[src/rtl/mem_access_sequencer.sv]
// Memory access sequencer: runs one ack-handshaked read or write on the external memory port per request.
// Optional ACCESS timeout abort is compiled in when MEMSEQ_TIMEOUT_EN is defined.
module mem_access_sequencer #(
  parameter int ADDR_W         = 16,
  parameter int DATA_W         = 16,
  parameter int TIMEOUT_CYCLES = 15
) (
  input  logic              clk,
  input  logic              reset_n,
  input  logic [ADDR_W-1:0] address_bus,
  input  logic [DATA_W-1:0] wdata_in,
  input  logic              read_req,
  input  logic              write_req,
  output logic [ADDR_W-1:0] mem_addr,
  output logic [DATA_W-1:0] mem_wdata,
  output logic              mem_req,
  output logic              mem_we,
  input  logic              mem_ack,
  input  logic [DATA_W-1:0] mem_rdata,
  output logic [DATA_W-1:0] rdata,
  output logic              busy,
  output logic              done,
  output logic              err
);

  typedef enum logic [1:0] {
    ST_IDLE   = 2'd0,
    ST_ACCESS = 2'd1,
    ST_DONE   = 2'd2
  } state_e;

  state_e            state_q,     state_d;
  logic [ADDR_W-1:0] mem_addr_q,  mem_addr_d;
  logic [DATA_W-1:0] mem_wdata_q, mem_wdata_d;
  logic [DATA_W-1:0] rdata_q,     rdata_d;
  logic              mem_req_q,   mem_req_d;
  logic              mem_we_q,    mem_we_d;
  logic              busy_q,      busy_d;
  logic              done_q,      done_d;

`ifdef MEMSEQ_TIMEOUT_EN
  localparam logic [7:0] TIMEOUT_LAST = 8'(TIMEOUT_CYCLES - 1);
  logic [7:0] wait_cnt_q, wait_cnt_d;
  logic       timeout_q,  timeout_d;
  logic       err_q,      err_d;
`else
  logic timeout_unused_s;
  assign timeout_unused_s = ^TIMEOUT_CYCLES;
`endif

  // Next-state and next-output logic for the IDLE -> ACCESS -> DONE sequence.
  always_comb begin
    state_d     = state_q;
    mem_addr_d  = mem_addr_q;
    mem_wdata_d = mem_wdata_q;
    rdata_d     = rdata_q;
    mem_req_d   = mem_req_q;
    mem_we_d    = mem_we_q;
    done_d      = 1'b0;
`ifdef MEMSEQ_TIMEOUT_EN
    wait_cnt_d  = wait_cnt_q;
    timeout_d   = timeout_q;
    err_d       = 1'b0;
`endif
    case (state_q)
      ST_IDLE: begin
        if (read_req || write_req) begin
          state_d     = ST_ACCESS;
          mem_addr_d  = address_bus;
          mem_wdata_d = wdata_in;
          mem_we_d    = write_req;
          mem_req_d   = 1'b1;
`ifdef MEMSEQ_TIMEOUT_EN
          wait_cnt_d  = 8'd0;
          timeout_d   = 1'b0;
`endif
        end else begin
          mem_req_d = 1'b0;
        end
      end
      ST_ACCESS: begin
        // Ack wins over a timeout that would fire on the same edge.
        if (mem_ack) begin
          if (!mem_we_q) begin
            rdata_d = mem_rdata;
          end else begin
            rdata_d = rdata_q;
          end
          mem_req_d = 1'b0;
          state_d   = ST_DONE;
        end
`ifdef MEMSEQ_TIMEOUT_EN
        else if (wait_cnt_q == TIMEOUT_LAST) begin
          mem_req_d = 1'b0;
          state_d   = ST_DONE;
          timeout_d = 1'b1;
        end else begin
          wait_cnt_d = wait_cnt_q + 8'd1;
        end
`else
        else begin
          mem_req_d = 1'b1;
        end
`endif
      end
      ST_DONE: begin
        state_d = ST_IDLE;
        done_d  = 1'b1;
`ifdef MEMSEQ_TIMEOUT_EN
        err_d   = timeout_q;
`endif
      end
      default: begin
        state_d   = ST_IDLE;
        mem_req_d = 1'b0;
      end
    endcase
    // Busy stays up until the done pulse has been presented to the control FSM.
    busy_d = (state_d != ST_IDLE) || done_d;
  end

  // State and registered outputs; reset abandons any transaction in flight.
  always_ff @(posedge clk or negedge reset_n) begin
    if (!reset_n) begin
      state_q     <= ST_IDLE;
      mem_addr_q  <= {ADDR_W{1'b0}};
      mem_wdata_q <= {DATA_W{1'b0}};
      rdata_q     <= {DATA_W{1'b0}};
      mem_req_q   <= 1'b0;
      mem_we_q    <= 1'b0;
      busy_q      <= 1'b0;
      done_q      <= 1'b0;
`ifdef MEMSEQ_TIMEOUT_EN
      wait_cnt_q  <= 8'd0;
      timeout_q   <= 1'b0;
      err_q       <= 1'b0;
`endif
    end else begin
      state_q     <= state_d;
      mem_addr_q  <= mem_addr_d;
      mem_wdata_q <= mem_wdata_d;
      rdata_q     <= rdata_d;
      mem_req_q   <= mem_req_d;
      mem_we_q    <= mem_we_d;
      busy_q      <= busy_d;
      done_q      <= done_d;
`ifdef MEMSEQ_TIMEOUT_EN
      wait_cnt_q  <= wait_cnt_d;
      timeout_q   <= timeout_d;
      err_q       <= err_d;
`endif
    end
  end

  assign mem_addr  = mem_addr_q;
  assign mem_wdata = mem_wdata_q;
  assign mem_req   = mem_req_q;
  assign mem_we    = mem_we_q;
  assign rdata     = rdata_q;
  assign busy      = busy_q;
  assign done      = done_q;
`ifdef MEMSEQ_TIMEOUT_EN
  assign err       = err_q;
`else
  assign err       = 1'b0;
`endif

endmodule

[config.mk]
export PLATFORM = sky130hd
export DESIGN_NAME = mem_access_sequencer
export DESIGN_NICKNAME = d
export VERILOG_FILES = /design/src/rtl/mem_access_sequencer.sv
export SDC_FILE = /design/constraint.sdc
export NUM_CORES = 1
export LEC_CHECK = 0
export CORE_ASPECT_RATIO = 0.5
export CORE_UTILIZATION = 35
export CTS_BUF_LIST = sky130_fd_sc_hd__clkbuf_4 sky130_fd_sc_hd__clkbuf_8 sky130_fd_sc_hd__clkbuf_16
export CTS_CLUSTER_SIZE = 14
export DETAILED_ROUTE_END_ITERATION = 8
export PLACE_DENSITY = 0.75
export SETUP_SLACK_MARGIN = 0.3
export SYNTH_ARGS = -nofsm -noshare
export SYNTH_HDL_FRONTEND = slang
export SYNTH_SLANG_ARGS = --single-unit
[constraint.sdc]
create_clock -name clk -period 1.4 [get_ports clk]
set_input_delay 0.21 -clock clk [delete_from_list [all_inputs] [get_ports clk]]
set_output_delay 0.21 -clock clk [all_outputs]
set_load 0.005 [all_outputs]
==> results of run 1 <==
==> through the flow <==
stage,setup WS [ns],cells
4_1_cts,0.00140,321
3_3_place_gp,-0.207,305
3_5_place_dp,-0.233,305
2_1_floorplan,-0.0334,121
5_1_grt,-0.0288,332
6_report,0.0174,332
==> area by class of cell <==
class | instances | area, µm²
clock buffer | 6 | 139
clock inverter | 2 | 12.5
fill | 435 | 2120
multi-input combinational | 61 | 736
sequential | 54 | 1350
tap | 73 | 91.3
timing repair buffer | 136 | 1120
==> flip-flops by register name, indices dropped and copies added (netlist names) <==
name       count
mem_addr      16
done           1
mem_we         1
busy           1
mem_req        1
state_q        2
mem_wdata     16
rdata         16
==> what timing repair did <==
item	CTS	global route
cloned	0	1
endpoints found under the hold margin	17	0
endpoints found under the setup margin	101	81
hold buffers	1	0
pin swaps	1	4
setup buffers	7	10
resized for setup	144	55
==> path summary, 6_finish.rpt <==
path / slack (ns) / cells after the start / end / startpoint
min in group clk: 0.48 / 1 / mem_req$_DFFE_PN0N_ / mem_req$_DFFE_PN0N_
max in group asynchronous: 0.53 / 3 / mem_we$_DFFE_PN0P_ / reset_n
min reg2reg: 0.48 / 1 / mem_req$_DFFE_PN0N_ / mem_req$_DFFE_PN0N_
max reg2reg: 0.02 / 4 / mem_wdata[8]$_DFFE_PN0P_ / state_q[1]$_DFF_PN0_
max: 0.02 / 4 / mem_wdata[8]$_DFFE_PN0P_ / state_q[1]$_DFF_PN0_
min: 0.36 / 2 / mem_addr[5]$_DFFE_PN0P_ / reset_n
==> synthesized netlist by cell type, types with 2 or more instances <==
cell type | count | area share, %
buf_4 | 2 | 0.74
buf_6 | 3 | 1.7
nor2_1 | 2 | 0.37
nand2_1 | 2 | 0.37
dfrtp_1 | 54 | 66
mux2_2 | 46 | 25
mux2_1 | 2 | 1.1
==> cells in the final DEF (no fill, tap or decap), types with 4 or more instances in the layout <==
cell,n
clkbuf_16,6
clkdlybuf4s15_1,4
buf_2,19
dfrtp_1,53
mux2_4,20
buf_4,24
mux2_2,27
clkdlybuf4s50_1,51
buf_12,4
clkbuf_2,29
==> cells by family after synthesis <==
group           after synthesis
flops                        54
buf+inv                       6
other cells                   1
mux                          49
compound gates                3
simple gates                  8
==> power by group <==
part           switching (µW)  total, µW  internal [µW]
Sequential                395       2700           2310
Clock                     537       1250            708
Combinational             971       2900           1930
Total                    1900       6850           4950
==> metal layers <==
metal  up-vias  GRT usage (%)
met4         0           5.71
met3         9           5.15
met1       749           19.7
li1        693              -
met2        34           28.3
met5         -              0
==> reports/qor.csv, run 1 <==
stage;metric;value;unit
floorplanning;die_y;56.0;µm
timing;fmax;723;MHz
critical_path;critPathSlowestCell;dfrtp_1;
timing;tns;0;ns
clocking;numCtsBuffers;5;
placement;dp_hpwl;3550;µm
synthesis;synth-main-ff-cell;dfrtp_1;
clocking;clk_latency;0.29;ns
outcome;status;completed;
drt;drt.antenna.violating_nets;0;
drt;drc;0;
critical_path;crit_path_max_incr_delay;0.40;ns
global_routing;antenna_found_initial;0;
synthesis;yosys.area_share.simple;2.51;%
timing;fin_skew;0.00440;ns
clocking;cts_tree;done;
global_routing;grt_start_max_net_pins;21;
floorplanning;dieArea;0.00616;mm²
synthesis;synth_cell_types;17;
drt;dr_wl_met3;231;µm
power_and_ir_drop;p_total;6850;µW
global_routing;grt_overflow_total;0;
synthesis;syn_area;0.00204;mm²
synthesis;synth_top_family_by_area;multiplexers;
clocking;path_clk_slew;0.07;ns
cells_and_area;drive_gt1_share;55.2;%
critical_path;critPathLaunchType;flop;
drt;wl_met2;2630;µm
synthesis;yosysSeqAreaShare;66.2;%
timing;holdWs;0.358;ns
drt;dr_total_vias;1485;
critical_path;crit_fanout;10;
floorplanning;core_region_area;0.00556;mm²
global_routing;grtUsageTotal;16.6;%
power_and_ir_drop;p_per_area;1990;mW/mm²
synthesis;synth_compound_gate_area_share;1.53;%
critical_path;crit_path_end_kind;flop;
clocking;h-tree-depth;2;
placement;place.gp.congestion;0.705;
clocking;cts.sinks;54;
cells_and_area;synthToLayoutAreaGrowth;68.8;%
floorplanning;start_util;36.7;%
synthesis;syn_nets;174;
synthesis;synthXorXnorAreaFrac;0;%
floorplanning;die_x;110;µm
drt;drt_wl_total;5070;µm
timing;min_period;1.38;ns
power_and_ir_drop;ir_drop;0.996;mV
critical_path;crit_buf_inv;1;
timing;fin_crit_sh;98.8;%
clocking;ctsLongestPathBuffers;2;
placement;place_area;0.00327;mm²
drt;wl_met1;2130;µm
synthesis;synthCells;121;
timing;finalMaxSlewViolations;0;
placement;portBuffers;104;
timing;setup_violations;0;
critical_path;path_class;reg2reg;
timing;rsz0062_at_grt;yes;
cells_and_area;nets;311;
synthesis;async_flop_share;100;%
drt;drt-initial-drc-count;39;
synthesis;muxShareOfSynthArea;27.0;%
cells_and_area;insertedDiodeCount;0;
drt;highest_layer;met4;
critical_path;path_delay_family;flip-flops;
clocking;cts_root_buf;clkbuf_16;
power_and_ir_drop;leakage;0.00161;µW
floorplanning;ios;106;
cells_and_area;fin_util;62.0;%
synthesis;avgSynthCellArea;16.9;µm²
floorplanning;std_cell_rows;19;
min_path;hold_class;in2async;
timing;hold_viol;0;
critical_path;worst_ep_required_time;1.58;ns
global_routing;grt_pass1_vias;1564;
cells_and_area;postLayoutCellArea;0.00345;mm²
drt;vias_per_cell;4.47;
synthesis;yosys_register_bits;54;
critical_path;path_cells;nor2_2, o21a_4, buf_12, mux2_2;
synthesis;synth-edff-count;0;
critical_path;critPathArrivalTime;1.56;ns
drt;firstDrtPassIters;3;
synthesis;synthAdderAreaFrac;0;%
global_routing;grt_pass1_wl;7630;µm
run;cap_violations;0;
synthesis;ys_warn_count;0;
drt;wl_per_cell;15.3;µm
Note: power is estimated with default switching activity, not from simulation.
==> run 2, diff against run 1 <==
--- a/config.mk
+++ b/config.mk
@@ -8,8 +8,8 @@
 export CORE_ASPECT_RATIO = 0.5
 export CORE_UTILIZATION = 35
 export CTS_BUF_LIST = sky130_fd_sc_hd__clkbuf_4 sky130_fd_sc_hd__clkbuf_8 sky130_fd_sc_hd__clkbuf_16
-export CTS_CLUSTER_SIZE = 14
 export DETAILED_ROUTE_END_ITERATION = 8
+export GPL_TIMING_DRIVEN = 0
 export PLACE_DENSITY = 0.75
 export SETUP_SLACK_MARGIN = 0.3
 export SYNTH_ARGS = -nofsm -noshare
==> reports/qor.csv, run 2 (same netlist as run 1, synthesis figures left out) <==
stage;metric;value;unit
outcome;status;finished, violations left;
outcome;violations;negative setup slack;
power_and_ir_drop;p_sw;2150;µW
min_path;hold_class;in2async;
power_and_ir_drop;p_int;5730;µW
cells_and_area;drive_gt1_share;56.8;%
critical_path;reg2reg_depth;6;
critical_path;r2r_slack;-0.11;ns
timing;rsz0062_at_grt;yes;
drt;vias_per_cell;4.56;
global_routing;grt_start_max_net_pins;43;
global_routing;grt_pass1_vias;1730;
cells_and_area;insertedDiodeCount;0;
run;cap_violations;0;
floorplanning;die_y;56.0;µm
clocking;cts_tree;done;
drt;drt_wl_total;6080;µm
cells_and_area;multi_input_area;812;µm²
floorplanning;core_region_area;0.00556;mm²
floorplanning;start_util;36.7;%
drt;wl_per_cell;17.2;µm
critical_path;timing.rr.end;mem_addr[4]$_DFFE_PN0P_;
drt;wl_met2;3280;µm
power_and_ir_drop;p_per_area;2070;mW/mm²
critical_path;worst_ep_required_time;1.57;ns
power_and_ir_drop;leakage;0.00183;µW
critical_path;crit-reg2reg-launch;state_q[1]$_DFF_PN0_;
timing;fin_crit_sh;108;%
drt;wl_met1;2460;µm
timing;setup_ws;-0.109;ns
timing;fin_skew;0.00647;ns
global_routing;antenna_found_initial;0;
drt;highest_layer;met4;
placement;dp_hpwl;3560;µm
clocking;path_clk_slew;0.07;ns
floorplanning;ios;106;
clocking;clk_latency;0.29;ns
clocking;cts.sinks;54;
floorplanning;die_x;110;µm
drt;drc;0;
clocking;cts_root_buf;clkbuf_16;
timing;fmax;663;MHz
power_and_ir_drop;swShare;27.2;%
clocking;numCtsBuffers;5;
cells_and_area;seqCellArea;0.00135;mm²
power_and_ir_drop;share_comb_of_total_power;47.3;%
cells_and_area;fin_cells;353;
floorplanning;std_cell_rows;19;
global_routing;grt_overflow_total;0;
drt;drt.antenna.violating_nets;0;
placement;place.gp.congestion;0.711;
cells_and_area;synthToLayoutAreaGrowth;86.2;%
power_and_ir_drop;sequentialPowerShare;34.7;%
drt;dr_wl_met3;249;µm
placement;portBuffers;104;
cells_and_area;nets;332;
global_routing;grtUsageTotal;18.8;%
drt;drt-initial-drc-count;34;
cells_and_area;layout_common_cells;53 x dfrtp_1, 51 x clkdlybuf4s50_1, 41 x mux2_4;
global_routing;grt_pass1_wl;8640;µm
power_and_ir_drop;ir_drop;0.959;mV
floorplanning;dieArea;0.00616;mm²
placement;dp_slack;-0.438;ns
power_and_ir_drop;p_total;7880;µW
timing;finalMaxSlewViolations;0;
placement;placed_cells;299;
clocking;ctsLongestPathBuffers;2;
cells_and_area;fillers;385;
critical_path;critPathLaunchType;flop;
timing;setup_violations;42;
critical_path;path_class;reg2reg;
clocking;h-tree-depth;2;
critical_path;crit_path_end_kind;flop;
power_and_ir_drop;clkPwrFrac;18.0;%
critical_path;critPathArrivalTime;1.68;ns
drt;firstDrtPassIters;4;
drt;dr_total_vias;1610;
cells_and_area;final_common_cell;dfrtp_1;
critical_path;crit_fanout;6;
timing;min_period;1.51;ns
timing;hold_viol;0;
## run 2: cell type report
| type | instances | share of cell area, % |
|---|---|---|
| sequential | 54 | 35.6 |
| timing repair buffer | 151 | 33.9 |
| multi-input combinational | 61 | 21.4 |
| clock buffer | 7 | 3.69 |
| tap | 73 | 2.40 |
| buffer | 6 | 2.34 |
| clock inverter | 1 | 0.790 |
## run 2: worst max path at each step
stage	startpoint	slack (ns)	end
2_1_floorplan	state_q[0]$_DFF_PN0_	-0.03	rdata[10]$_DFFE_PN0P_
4_1_cts	state_q[1]$_DFF_PN0_	-0.06	mem_wdata[15]$_DFFE_PN0P_
3_3_place_gp	reset_n	-1.41	mem_wdata[14]$_DFFE_PN0P_
5_1_grt	state_q[1]$_DFF_PN0_	-0.14	mem_addr[11]$_DFFE_PN0P_
3_5_place_dp	mem_ack	-0.44	rdata[14]$_DFFE_PN0P_
6_report	state_q[1]$_DFF_PN0_	-0.11	mem_addr[4]$_DFFE_PN0P_
## run 2: worst max-delay path, stage by stage, from the launching register on
cell,delay [ns]
dfrtp_1,0.40
buf_8,0.14
nor2_4,0.12
o21a_4,0.15
buf_12,0.14
clkbuf_16,0.15
mux2_4,0.30
## run 2: per-layer routing
metal	vias up	track usage, %
met5	-	0
met4	0	8.00
met3	8	3.86
met2	47	34.0
met1	822	21.5
li1	733	-
## run 2: stage by stage
stage               utilization, %  hold WS [ns]  cell area [µm²]  setup TNS [ns]
floorplan                        -       -0.0856             2050          -0.542
global placement              57.2         0.462             3180          -85.64
detailed placement            57.5         0.122             3200          -10.34
CTS                           66.1         0.352             3680           -1.30
global route                  68.4         0.362             3800           -4.75
finish                        68.4         0.344             3800           -3.02
## run 2: repair_timing
item,CTS,global route
endpoints found under the setup margin,101,91
pin swaps,2,2
gates resized for setup,152,68
endpoints found under the hold margin,12,0
buffers inserted,22,19
hold buffers,1,0
cloned,2,2
## run 2: power by group through the flow
stage	logic [µW]	clock network (µW)	registers, µW
floorplan	958	0	2760
global placement	2810	0	2670
detailed placement	2900	0	2730
CTS	3280	1440	2690
global route	3950	1520	2810
finish	3720	1420	2740
